### config.mk
export PLATFORM = sky130hd
export DESIGN_NAME = ledger_balance_reader
export DESIGN_NICKNAME = d
export VERILOG_FILES = /design/src/rtl/ledger_balance_reader_pkg.sv /design/src/rtl/ledger_balance_reader_seg7.sv /design/src/rtl/ledger_balance_reader.sv
export SDC_FILE = /design/constraint.sdc
export NUM_CORES = 1
export LEC_CHECK = 0
export CAP_MARGIN = 20
export CELL_PAD_IN_SITES_DETAIL_PLACEMENT = 2
export CELL_PAD_IN_SITES_GLOBAL_PLACEMENT = 2
export CORE_AREA = 2 2 175 134
export CTS_BUF_LIST = sky130_fd_sc_hd__clkbuf_8
export DETAILED_ROUTE_END_ITERATION = 7
export DIE_AREA = 0 0 177 136
export PLACE_DENSITY_LB_ADDON = 0.1
export REMOVE_ABC_BUFFERS = 1
export SYNTH_ARGS = -nofsm -noshare
export SYNTH_HDL_FRONTEND = slang
export SYNTH_SLANG_ARGS = --single-unit
### constraint.sdc
create_clock -name clock -period 3.64 [get_ports clock]
set_input_delay 0.91 -clock clock [delete_from_list [all_inputs] [get_ports clock]]
set_output_delay 0.91 -clock clock [all_outputs]
set_load 0.05 [all_outputs]
### src/rtl/ledger_balance_reader_pkg.sv
// Shared definitions for the ledger read-back path:
// BCD sizing, segment codes, FSM states, double-dabble helper.
package ledger_balance_reader_pkg;

    localparam int LBR_BCD_DIGITS = 8;
    localparam int LBR_BCD_WIDTH  = 4 * LBR_BCD_DIGITS;

    localparam logic [6:0] SEG_BLANK = 7'b1111111;
    localparam logic [6:0] SEG_DASH  = 7'b0111111;

    typedef enum logic [2:0] {
        S_IDLE,
        S_REQ,
        S_WAIT,
        S_LOAD,
        S_CONV,
        S_SHOW
    } state_e;

    // Double-dabble correction for one BCD nibble.
    function automatic logic [3:0] dd_adjust(input logic [3:0] n);
        return (n >= 4'd5) ? n + 4'd3 : n;
    endfunction

endpackage

### src/rtl/ledger_balance_reader_seg7.sv
// Nibble to active-low 7-segment code {g,f,e,d,c,b,a}.
// Non-decimal nibbles show blank.
module ledger_balance_reader_seg7
    import ledger_balance_reader_pkg::*;
(
    input  logic [3:0] nibble_i,
    output logic [6:0] seg_o
);

    // Pure lookup; blanking and dashes are handled by the parent.
    always_comb begin
        seg_o = SEG_BLANK;
        case (nibble_i)
            4'd0:    seg_o = 7'b1000000;
            4'd1:    seg_o = 7'b1111001;
            4'd2:    seg_o = 7'b0100100;
            4'd3:    seg_o = 7'b0110000;
            4'd4:    seg_o = 7'b0011001;
            4'd5:    seg_o = 7'b0010010;
            4'd6:    seg_o = 7'b0000010;
            4'd7:    seg_o = 7'b1111000;
            4'd8:    seg_o = 7'b0000000;
            4'd9:    seg_o = 7'b0010000;
            default: seg_o = SEG_BLANK;
        endcase
    end

endmodule

### src/rtl/ledger_balance_reader.sv
// Reads one ledger word, picks a player's balance, converts it
// to BCD serially and drives six blanked active-low HEX digits.
module ledger_balance_reader
    import ledger_balance_reader_pkg::*;
#(
    parameter int DATA_WIDTH   = 48,
    parameter int BAL_WIDTH    = 24,
    parameter int DIGITS       = 6,
    parameter int READ_LATENCY = 1
) (
    input  logic                  clock,
    input  logic                  reset,
    input  logic                  start,
    input  logic                  player_sel,
    output logic                  mem_rden,
    input  logic [DATA_WIDTH-1:0] mem_rdata,
    output logic                  busy,
    output logic                  done,
    output logic                  overflow,
    output logic [6:0]            hex0,
    output logic [6:0]            hex1,
    output logic [6:0]            hex2,
    output logic [6:0]            hex3,
    output logic [6:0]            hex4,
    output logic [6:0]            hex5
);

    localparam int CNT_MAX = (BAL_WIDTH > READ_LATENCY) ? BAL_WIDTH : READ_LATENCY;
    localparam int CNT_W   = $clog2(CNT_MAX + 1);
    localparam int SHW     = LBR_BCD_WIDTH + BAL_WIDTH;

    state_e                    state_q;
    logic                      sel_q;
    logic [CNT_W-1:0]          cnt_q;
    logic [BAL_WIDTH-1:0]      shreg_q;
    logic [LBR_BCD_WIDTH-1:0]  bcd_q;
    logic                      rden_q;
    logic                      busy_q;
    logic                      done_q;
    logic                      ovf_q;
    logic [DIGITS-1:0][6:0]    hex_q;

    logic [LBR_BCD_WIDTH-1:0]  bcd_adj;
    logic [SHW-1:0]            shift_d;
    logic [BAL_WIDTH-1:0]      bal_sel;
    logic [DIGITS-1:0][6:0]    seg_raw;
    logic [DIGITS-1:0][6:0]    hex_d;
    logic                      ovf_d;
    logic                      seen;

    // One double-dabble step: correct every nibble, then shift.
    always_comb begin
        bcd_adj = '0;
        for (int i = 0; i < LBR_BCD_DIGITS; i++) begin
            bcd_adj[i*4 +: 4] = dd_adjust(bcd_q[i*4 +: 4]);
        end
        shift_d = {bcd_adj, shreg_q} << 1;
    end

    // Balance half chosen by the player latched at start.
    always_comb begin
        bal_sel = sel_q ? mem_rdata[DATA_WIDTH-1 -: BAL_WIDTH]
                        : mem_rdata[BAL_WIDTH-1:0];
    end

    for (genvar g = 0; g < DIGITS; g++) begin : g_seg
        ledger_balance_reader_seg7 u_seg (
            .nibble_i (bcd_q[g*4 +: 4]),
            .seg_o    (seg_raw[g])
        );
    end

    // Display image: dashes on overflow, else leading-zero blanking.
    always_comb begin
        ovf_d = |bcd_q[LBR_BCD_WIDTH-1 : DIGITS*4];
        seen  = 1'b0;
        hex_d = {DIGITS{SEG_BLANK}};
        for (int i = DIGITS - 1; i >= 0; i--) begin
            seen = seen | (bcd_q[i*4 +: 4] != 4'd0);
            if (ovf_d) begin
                hex_d[i] = SEG_DASH;
            end else if (!seen && i != 0) begin
                hex_d[i] = SEG_BLANK;
            end else begin
                hex_d[i] = seg_raw[i];
            end
        end
    end

    // Control FSM with all outputs registered.
    always_ff @(posedge clock) begin
        if (reset) begin
            state_q <= S_IDLE;
            sel_q   <= 1'b0;
            cnt_q   <= '0;
            shreg_q <= '0;
            bcd_q   <= '0;
            rden_q  <= 1'b0;
            busy_q  <= 1'b0;
            done_q  <= 1'b0;
            ovf_q   <= 1'b0;
            hex_q   <= {DIGITS{SEG_BLANK}};
        end else begin
            rden_q <= 1'b0;
            done_q <= 1'b0;
            unique case (state_q)
                S_IDLE: begin
                    if (start) begin
                        sel_q   <= player_sel;
                        ovf_q   <= 1'b0;
                        rden_q  <= 1'b1;
                        busy_q  <= 1'b1;
                        state_q <= S_REQ;
                    end
                end
                S_REQ: begin
                    cnt_q   <= '0;
                    state_q <= S_WAIT;
                end
                S_WAIT: begin
                    // Take the data on the cycle it is first valid;
                    // the RAM need not hold it any longer.
                    if (cnt_q == CNT_W'(READ_LATENCY - 1)) begin
                        shreg_q <= bal_sel;
                        state_q <= S_LOAD;
                    end else begin
                        cnt_q <= cnt_q + 1'b1;
                    end
                end
                S_LOAD: begin
                    bcd_q   <= '0;
                    cnt_q   <= '0;
                    state_q <= S_CONV;
                end
                S_CONV: begin
                    bcd_q   <= shift_d[SHW-1 -: LBR_BCD_WIDTH];
                    shreg_q <= shift_d[BAL_WIDTH-1:0];
                    if (cnt_q == CNT_W'(BAL_WIDTH - 1)) begin
                        state_q <= S_SHOW;
                    end else begin
                        cnt_q <= cnt_q + 1'b1;
                    end
                end
                S_SHOW: begin
                    hex_q   <= hex_d;
                    ovf_q   <= ovf_d;
                    done_q  <= 1'b1;
                    busy_q  <= 1'b0;
                    state_q <= S_IDLE;
                end
                default: begin
                    busy_q  <= 1'b0;
                    state_q <= S_IDLE;
                end
            endcase
        end
    end

    assign mem_rden = rden_q;
    assign busy     = busy_q;
    assign done     = done_q;
    assign overflow = ovf_q;
    assign hex0     = hex_q[0];
    assign hex1     = hex_q[1];
    assign hex2     = hex_q[2];
    assign hex3     = hex_q[3];
    assign hex4     = hex_q[4];
    assign hex5     = hex_q[5];

endmodule

==> out/metrics.cfg, run 1 <==
[global_routing]
grt_antenna_before_repair = 0
wire_length_of_the_first_global_routing_pass_mm = 38.8
vias_in_the_first_global_route = 7258
global_route.overflow_total = 0
grt_use_total = 0.201
grt_start_max_net_pins = 109

[setup_path]
cp_data_required_time_ps = 3960
critical_path.n_buffers_inverters = 3
cp_cell_sequence = or3b_2 -> buf_4 -> o32ai_1 -> and2_1 -> inv_1 -> ha_1 -> inv_1 -> mux2i_1 -> a21oi_1
worst_setup_path_start_kind = flip-flop
ff2ff_path_depth = 9
endpoint_type_of_the_worst_setup_path = flip-flop
reg2reg_slack_ps = 650
critical-path-top-cell-by-count = sky130_fd_sc_hd__inv_1
worstReg2RegStart = state_q[2]$_SDFFE_PP0P_
timing.critical_path.max_delay_family = simple AND/OR/NAND/NOR gates
critical-path-slowest-cell = sky130_fd_sc_hd__dfxtp_1
path_max_fanout = 16
arrival_ps = 3310
max_stage_delay_ps = 590
r2r-end = g_seg[2].u_seg.seg_o[3]$_DFF_P_
path_class = reg2reg

[clock_network]
ctsResizeCount = 0
clkLatencyLatePin_ps = 470
cts.sink_count = 153
max-clock-path-buffers = 2
post_cts.repair.setup_buffers = 0
cts_max_level = 4
tritoncts = built
ctsRootBufferMaster = sky130_fd_sc_hd__clkbuf_8
clk_transition_reported_paths_ps = 90
ctsHoldBuffers = 0
cts_inserted_buffers = 17

[placed_design]
hpwl_mm = 16.3
post-place-ws_ps = 633
placement.io_buffers = 97
postPlaceCellArea_um2 = 9010
finalWeightedCongestion = 0.787
placed_cells_incl_taps = 1260

[sta]
maxSlewHeadroom = 0.428
maxClockFrequency_ghz = 0.334
postLayoutSetupSlackWorst_ps = 650
grt_setup_unrepaired = no
timing_max_transition_violations_final = 0
period_minus_slack_ps = 2990
fin_setup_tns_ps = 0
tightestPinTransition_ps = 856
finalHoldViolations = 0
layout_worst_path_cycle_share = 0.821
setup_viol_count_final = 0
final.setup_skew_ps = 20.1

[die]
placeableCoreArea_um2 = 22500
floorplan.die.height_um = 136
die_w_um = 177
start_util = 0.345
fp.dieArea_um2 = 24100
std_cell_rows = 48
ios = 98

[synth]
avgSynthCellArea_um2 = 8.66
synth_enable_flop_cells = 0
synthesized_instance_count = 897
synth-async-reset-ratio = 0
synth-warning-count = 0
yosys-top-cells-area = sky130_fd_sc_hd__dfxtp_1 39%, sky130_fd_sc_hd__ha_1 8.7%, sky130_fd_sc_hd__nand2_1 6.1%, sky130_fd_sc_hd__a21oi_1 4.3%, sky130_fd_sc_hd__mux2i_1 3.7%
synth.distinct_cells = 73
synth.most_common_cell = sky130_fd_sc_hd__dfxtp_1
post_syn_area_um2 = 7760
yosys.area.top_type = sky130_fd_sc_hd__dfxtp_1
synth_top_area_share = 0.395
postSynth.topFlopCell = sky130_fd_sc_hd__dfxtp_1
yosys-top-cells-count = 153 x sky130_fd_sc_hd__dfxtp_1, 127 x sky130_fd_sc_hd__nand2_1, 73 x sky130_fd_sc_hd__nor2_1
synth_sequential_area_ratio = 0.395
ys_ff_latch = 153

[hold_path]
hold_class = reg2reg
holdPathEnd = hex4[4]$_SDFFE_PP1P_
hold_depth = 2
min-delay-start = g_seg[4].u_seg.seg_o[4]$_DFF_P_

[drt]
route.vias.total = 6778
firstDrtPassIters = 4
drt_drc_violations_left = 0
detailedRoute.firstIterationViolations = 245
detail_route.wl_per_cell_um = 17.9
detail_route.vias_per_cell = 5.25
antenna_violating_nets_post_route = 0
route.final.wire_length_mm = 23.2

[final_layout]
layoutNonFillerInstCount = 1291
fin_area_um2 = 9400
syn2layout_area_growth_pct = 21.1
drive_gt1_frac = 0.0838
insertedDiodeCount = 0
nets = 1085
postLayoutCoreUtil = 0.418

[outcome]
status = finished, final reports clean

[pwr]
peakVddDrop_uv = 161
power_per_cell_area_nw_per_um2 = 377
power.leakage_nw = 3.56

[flow_run]
max_cap_viol_count = 0

tightest hold or removal path, stage by stage (launching register included):
cell,delay (ps)
sky130_fd_sc_hd__dfxtp_1,320
sky130_fd_sc_hd__o22ai_1,60
sky130_fd_sc_hd__nand2_1,50
placed cells by master, fill, tap and decap left out, drive strengths merged, types with 12 or more instances in the layout:
cell type,instances
dfxtp,153
nand2,127
clkdlybuf4s50,96
nor2,73
a21oi,69
ha,54
inv,41
o22ai,35
o21ai,33
mux2i,29
nor3,26
o211ai,24
buf,20
nand3,18
clkbuf,18
nand2b,14
xnor2,12
and2,12
power breakdown:
part           total (mW)  internal, mW  switching (mW)
logic               0.446         0.176           0.271
clock network        1.34         0.629           0.708
registers            1.76          1.72          0.0409
registers in the layout, summed over array words and instances, names as in the netlist, 3 cells and up:
register and count:
hex5 7, hex0 7, hex1 7, hex4 7, state_q 3, bcd_q 32, hex2 7, shreg_q 24
cnt_q 5, hex3 7, g_seg.u_seg.seg_o 42
worst max path at each step:
stage,start,end,depth (start not counted)
global placement,state_q[2]$_SDFFE_PP0P_,g_seg[2].u_seg.seg_o[3]$_DFF_P_,9
floorplan,state_q[2]$_SDFFE_PP0P_,g_seg[5].u_seg.seg_o[5]$_DFF_P_,8
finish,state_q[2]$_SDFFE_PP0P_,g_seg[2].u_seg.seg_o[3]$_DFF_P_,9
global route,state_q[2]$_SDFFE_PP0P_,g_seg[2].u_seg.seg_o[3]$_DFF_P_,9
detailed placement,state_q[2]$_SDFFE_PP0P_,g_seg[2].u_seg.seg_o[3]$_DFF_P_,9
CTS,state_q[2]$_SDFFE_PP0P_,g_seg[2].u_seg.seg_o[3]$_DFF_P_,9
metal layers:
metal	track usage	routed length, um	vias up	part of all wire
li1	-	-	3341	-
met4	0.0427	170	0	0.0073
met2	0.331	10600	71	0.46
met1	0.278	11900	3350	0.51
met5	0	0	-	0
met3	0.0322	540	16	0.023
final cells by class:
| type | instances | area, um^2 |
|---|---|---|
| fill | 2505 | 13100 |
| sequential | 153 | 3060 |
| timing repair buffer | 116 | 1120 |
| clock buffer | 18 | 248 |
| multi-input combinational | 652 | 4310 |
| tap | 300 | 375 |
| inverter | 39 | 146 |
| clock inverter | 13 | 141 |
logic make-up after synthesis:
| logic type | Yosys count | share of synthesized area |
|---|---|---|
| simple gates | 314 | 0.190 |
| compound gates | 237 | 0.219 |
| flops | 153 | 0.395 |
| buf+inv | 92 | 0.0517 |
| fa+ha+maj | 54 | 0.0870 |
| mux | 29 | 0.0374 |
| xor+xnor | 18 | 0.0203 |
through the flow:
stage / power [mW] / hold slack [ps]
2_1_floorplan: 2.04 / 416
6_report: 3.55 / 440
5_1_grt: 3.72 / 464
3_5_place_dp: 2.26 / 432
4_1_cts: 3.60 / 444
3_3_place_gp: 2.24 / 421
(Power assumes the default switching activity.)
==> run 2, diff against run 1 <==
Settings changed: CORE_AREA 2 2 175 134 to 2 2 183 140, DIE_AREA 0 0 177 136 to 0 0 185 142.
Clock period 3.64 ns to 2.75 ns, I/O delays scaled along.
==> out/metrics.cfg, run 2 (synthesized netlist as in run 1, its figures left out) <==
[setup_path]
path_max_fanout = 4  ; -12
path_class = reg2reg
endpoint_type_of_the_worst_setup_path = flip-flop
cp_data_required_time_ps = 3110  ; -850 ps
arrival_ps = 2940  ; -370 ps
worst_setup_path_start_kind = flip-flop

[placed_design]
placed_cells_incl_taps = 1321  ; +4.8%
placement.io_buffers = 97  ; unchanged
finalWeightedCongestion = 0.771  ; -1.9%
hpwl_mm = 17.3  ; +6.2%

[die]
fp.dieArea_um2 = 26300  ; +9.1%
placeableCoreArea_um2 = 24500  ; +8.9%
die_w_um = 185  ; +4.5%
start_util = 0.317  ; -0.0281
ios = 98  ; unchanged
std_cell_rows = 50  ; +4.2%
floorplan.die.height_um = 142  ; +4.4%

[drt]
highest_layer = met4
wl_met2_mm = 10.8  ; +1.8%
route.vias.total = 6848  ; +1.0%
antenna_violating_nets_post_route = 0  ; unchanged
detail_route.vias_per_cell = 5.07  ; -3.5%
drt_drc_violations_left = 0  ; unchanged
detail_route.wl_per_cell_um = 17.5  ; -2.4%
detailedRoute.firstIterationViolations = 241  ; -1.6%
wl_met3_um = 488  ; -9.6%
firstDrtPassIters = 4  ; unchanged
routed_metal_1_wirelength_mm = 12.3  ; +3.4%
route.final.wire_length_mm = 23.7  ; +2.2%

[global_routing]
wire_length_of_the_first_global_routing_pass_mm = 39.6  ; +2.1%
grt_start_max_net_pins = 54  ; -50%
global_route.overflow_total = 0  ; unchanged
vias_in_the_first_global_route = 7348  ; +1.2%
grt_antenna_before_repair = 0  ; unchanged
grt_use_total = 0.191  ; -0.0102

[sta]
period_minus_slack_ps = 2580  ; -409 ps
maxClockFrequency_ghz = 0.388  ; +16%
timing_max_transition_violations_final = 0  ; unchanged
final.setup_skew_ps = 13.4  ; -6.63 ps
layout_worst_path_cycle_share = 0.938  ; +0.117
maxSlewHeadroom = 0.551  ; +0.123
fin_setup_tns_ps = 0  ; unchanged
finalHoldViolations = 0  ; unchanged
tightestPinTransition_ps = 666  ; -190 ps
setup_viol_count_final = 0  ; unchanged

[clock_network]
max-clock-path-buffers = 2  ; unchanged
ctsRootBufferMaster = sky130_fd_sc_hd__clkbuf_8
post_cts.repair.setup_buffers = 0  ; unchanged
clkLatencyLatePin_ps = 480  ; about the same
cts_max_level = 4  ; unchanged
cts.sink_count = 153  ; unchanged
cts_inserted_buffers = 17  ; unchanged
tritoncts = built
clk_transition_reported_paths_ps = 90  ; about the same

[final_layout]
drive_gt1_frac = 0.109  ; +0.0257
layoutNonFillerInstCount = 1352  ; +4.7%
ff_latch_area_um2 = 3070  ; about the same
layout_common_cells = 151 x sky130_fd_sc_hd__dfxtp_1, 127 x sky130_fd_sc_hd__nand2_1, 96 x sky130_fd_sc_hd__clkdlybuf4s50_1
largest_register_ff_count = 42  ; unchanged
multi_input_comb_area_um2 = 4340  ; +0.67%
fillCellCount = 2773  ; +11%
insertedDiodeCount = 0  ; unchanged
mostFrequentLayoutCell = sky130_fd_sc_hd__dfxtp_1
syn2layout_area_growth_pct = 26.4
nets = 1108  ; +2.1%

[hold_path]
hold_class = reg2reg

[pwr]
finalPower_mw = 5.19  ; +46%
power.leakage_nw = 3.77  ; +5.8%
power_per_cell_area_nw_per_um2 = 529  ; +40%
peakVddDrop_uv = 280  ; +74%

[outcome]
status = finished, final reports clean

[flow_run]
max_cap_viol_count = 0  ; unchanged

run 2: changes by cell type in the layout (fill, tap and decap cells not counted), sizes merged:
| cell | change |
|---|---|
| clkinvlp | -3 |
| clkinv | -4 |
| clkbuf | +3 |
| bufinv | +5 |
| inv | -1 |
| buf | +23 |
run 2: through the flow:
step | area (um^2) | hold slack [ps] | util | setup slack (ps)
final | 9810 | 438 | 0.400 | 170
after global routing | 9810 | 453 | 0.400 | -1.26
after CTS | 9790 | 438 | 0.399 | 9.76
after detailed placement | 9280 | 432 | 0.378 | 79.1
after global placement | 9280 | 423 | 0.378 | 176
after floorplan | 7510 | 416 | - | -1960
run 2: worst max-delay path, stage by stage (launching register included):
cell and delay, ps:
sky130_fd_sc_hd__dfxtp_1 410, sky130_fd_sc_hd__inv_1 100, sky130_fd_sc_hd__ha_1 180, sky130_fd_sc_hd__nand2b_1 150
sky130_fd_sc_hd__a21oi_2 230, sky130_fd_sc_hd__xnor2_1 120, sky130_fd_sc_hd__a22o_1 200, sky130_fd_sc_hd__and2_1 200
sky130_fd_sc_hd__ha_1 220, sky130_fd_sc_hd__and3_1 180, sky130_fd_sc_hd__a311oi_2 240, sky130_fd_sc_hd__o22a_1 190
sky130_fd_sc_hd__nor2_1 40
run 2: layout make-up:
cell class,count,area share
Multi-Input combinational cell,652,0.442
Sequential cell,153,0.312
Timing Repair Buffer,139,0.136
Tap cell,338,0.0431
Clock buffer,21,0.0294
Clock inverter,10,0.0226
Inverter,39,0.0149
run 2: final timing paths:
| kind | start | end | slack [ps] | depth (start not counted) |
|---|---|---|---|---|
| hold reg to reg | g_seg[3].u_seg.seg_o[2]$_DFF_P_ | hex3[2]$_SDFFE_PP1P_ | 440 | 2 |
| setup / recovery | bcd_q[21]$_SDFFE_PP0N_ | g_seg[5].u_seg.seg_o[5]$_DFF_P_ | 170 | 12 |
| setup reg to reg | bcd_q[21]$_SDFFE_PP0N_ | g_seg[5].u_seg.seg_o[5]$_DFF_P_ | 170 | 12 |
| hold / removal | g_seg[3].u_seg.seg_o[2]$_DFF_P_ | hex3[2]$_SDFFE_PP1P_ | 440 | 2 |
run 2: layer usage:
layer  global-route usage  vias up
li1                     -     3387
met5                    0        -
met4               0.0376        0
met1                0.265     3404
met2                0.307       52
met3               0.0417        5
run 2: where the power goes:
group | internal [mW] | leakage (nW) | switching [mW] | total, mW
clock network | 1.35 | 0.266 | 0.882 | 2.23
logic | 0.265 | 2.26 | 0.379 | 0.644
registers | 2.28 | 1.24 | 0.0394 | 2.32
total | 3.89 | 3.77 | 1.30 | 5.19
run 2: repair_timing:
action | 4_1_cts | 5_1_grt
hold buffers | 0 | 0
gates resized for setup | 0 | 8
setup endpoints to repair | 0 | 6
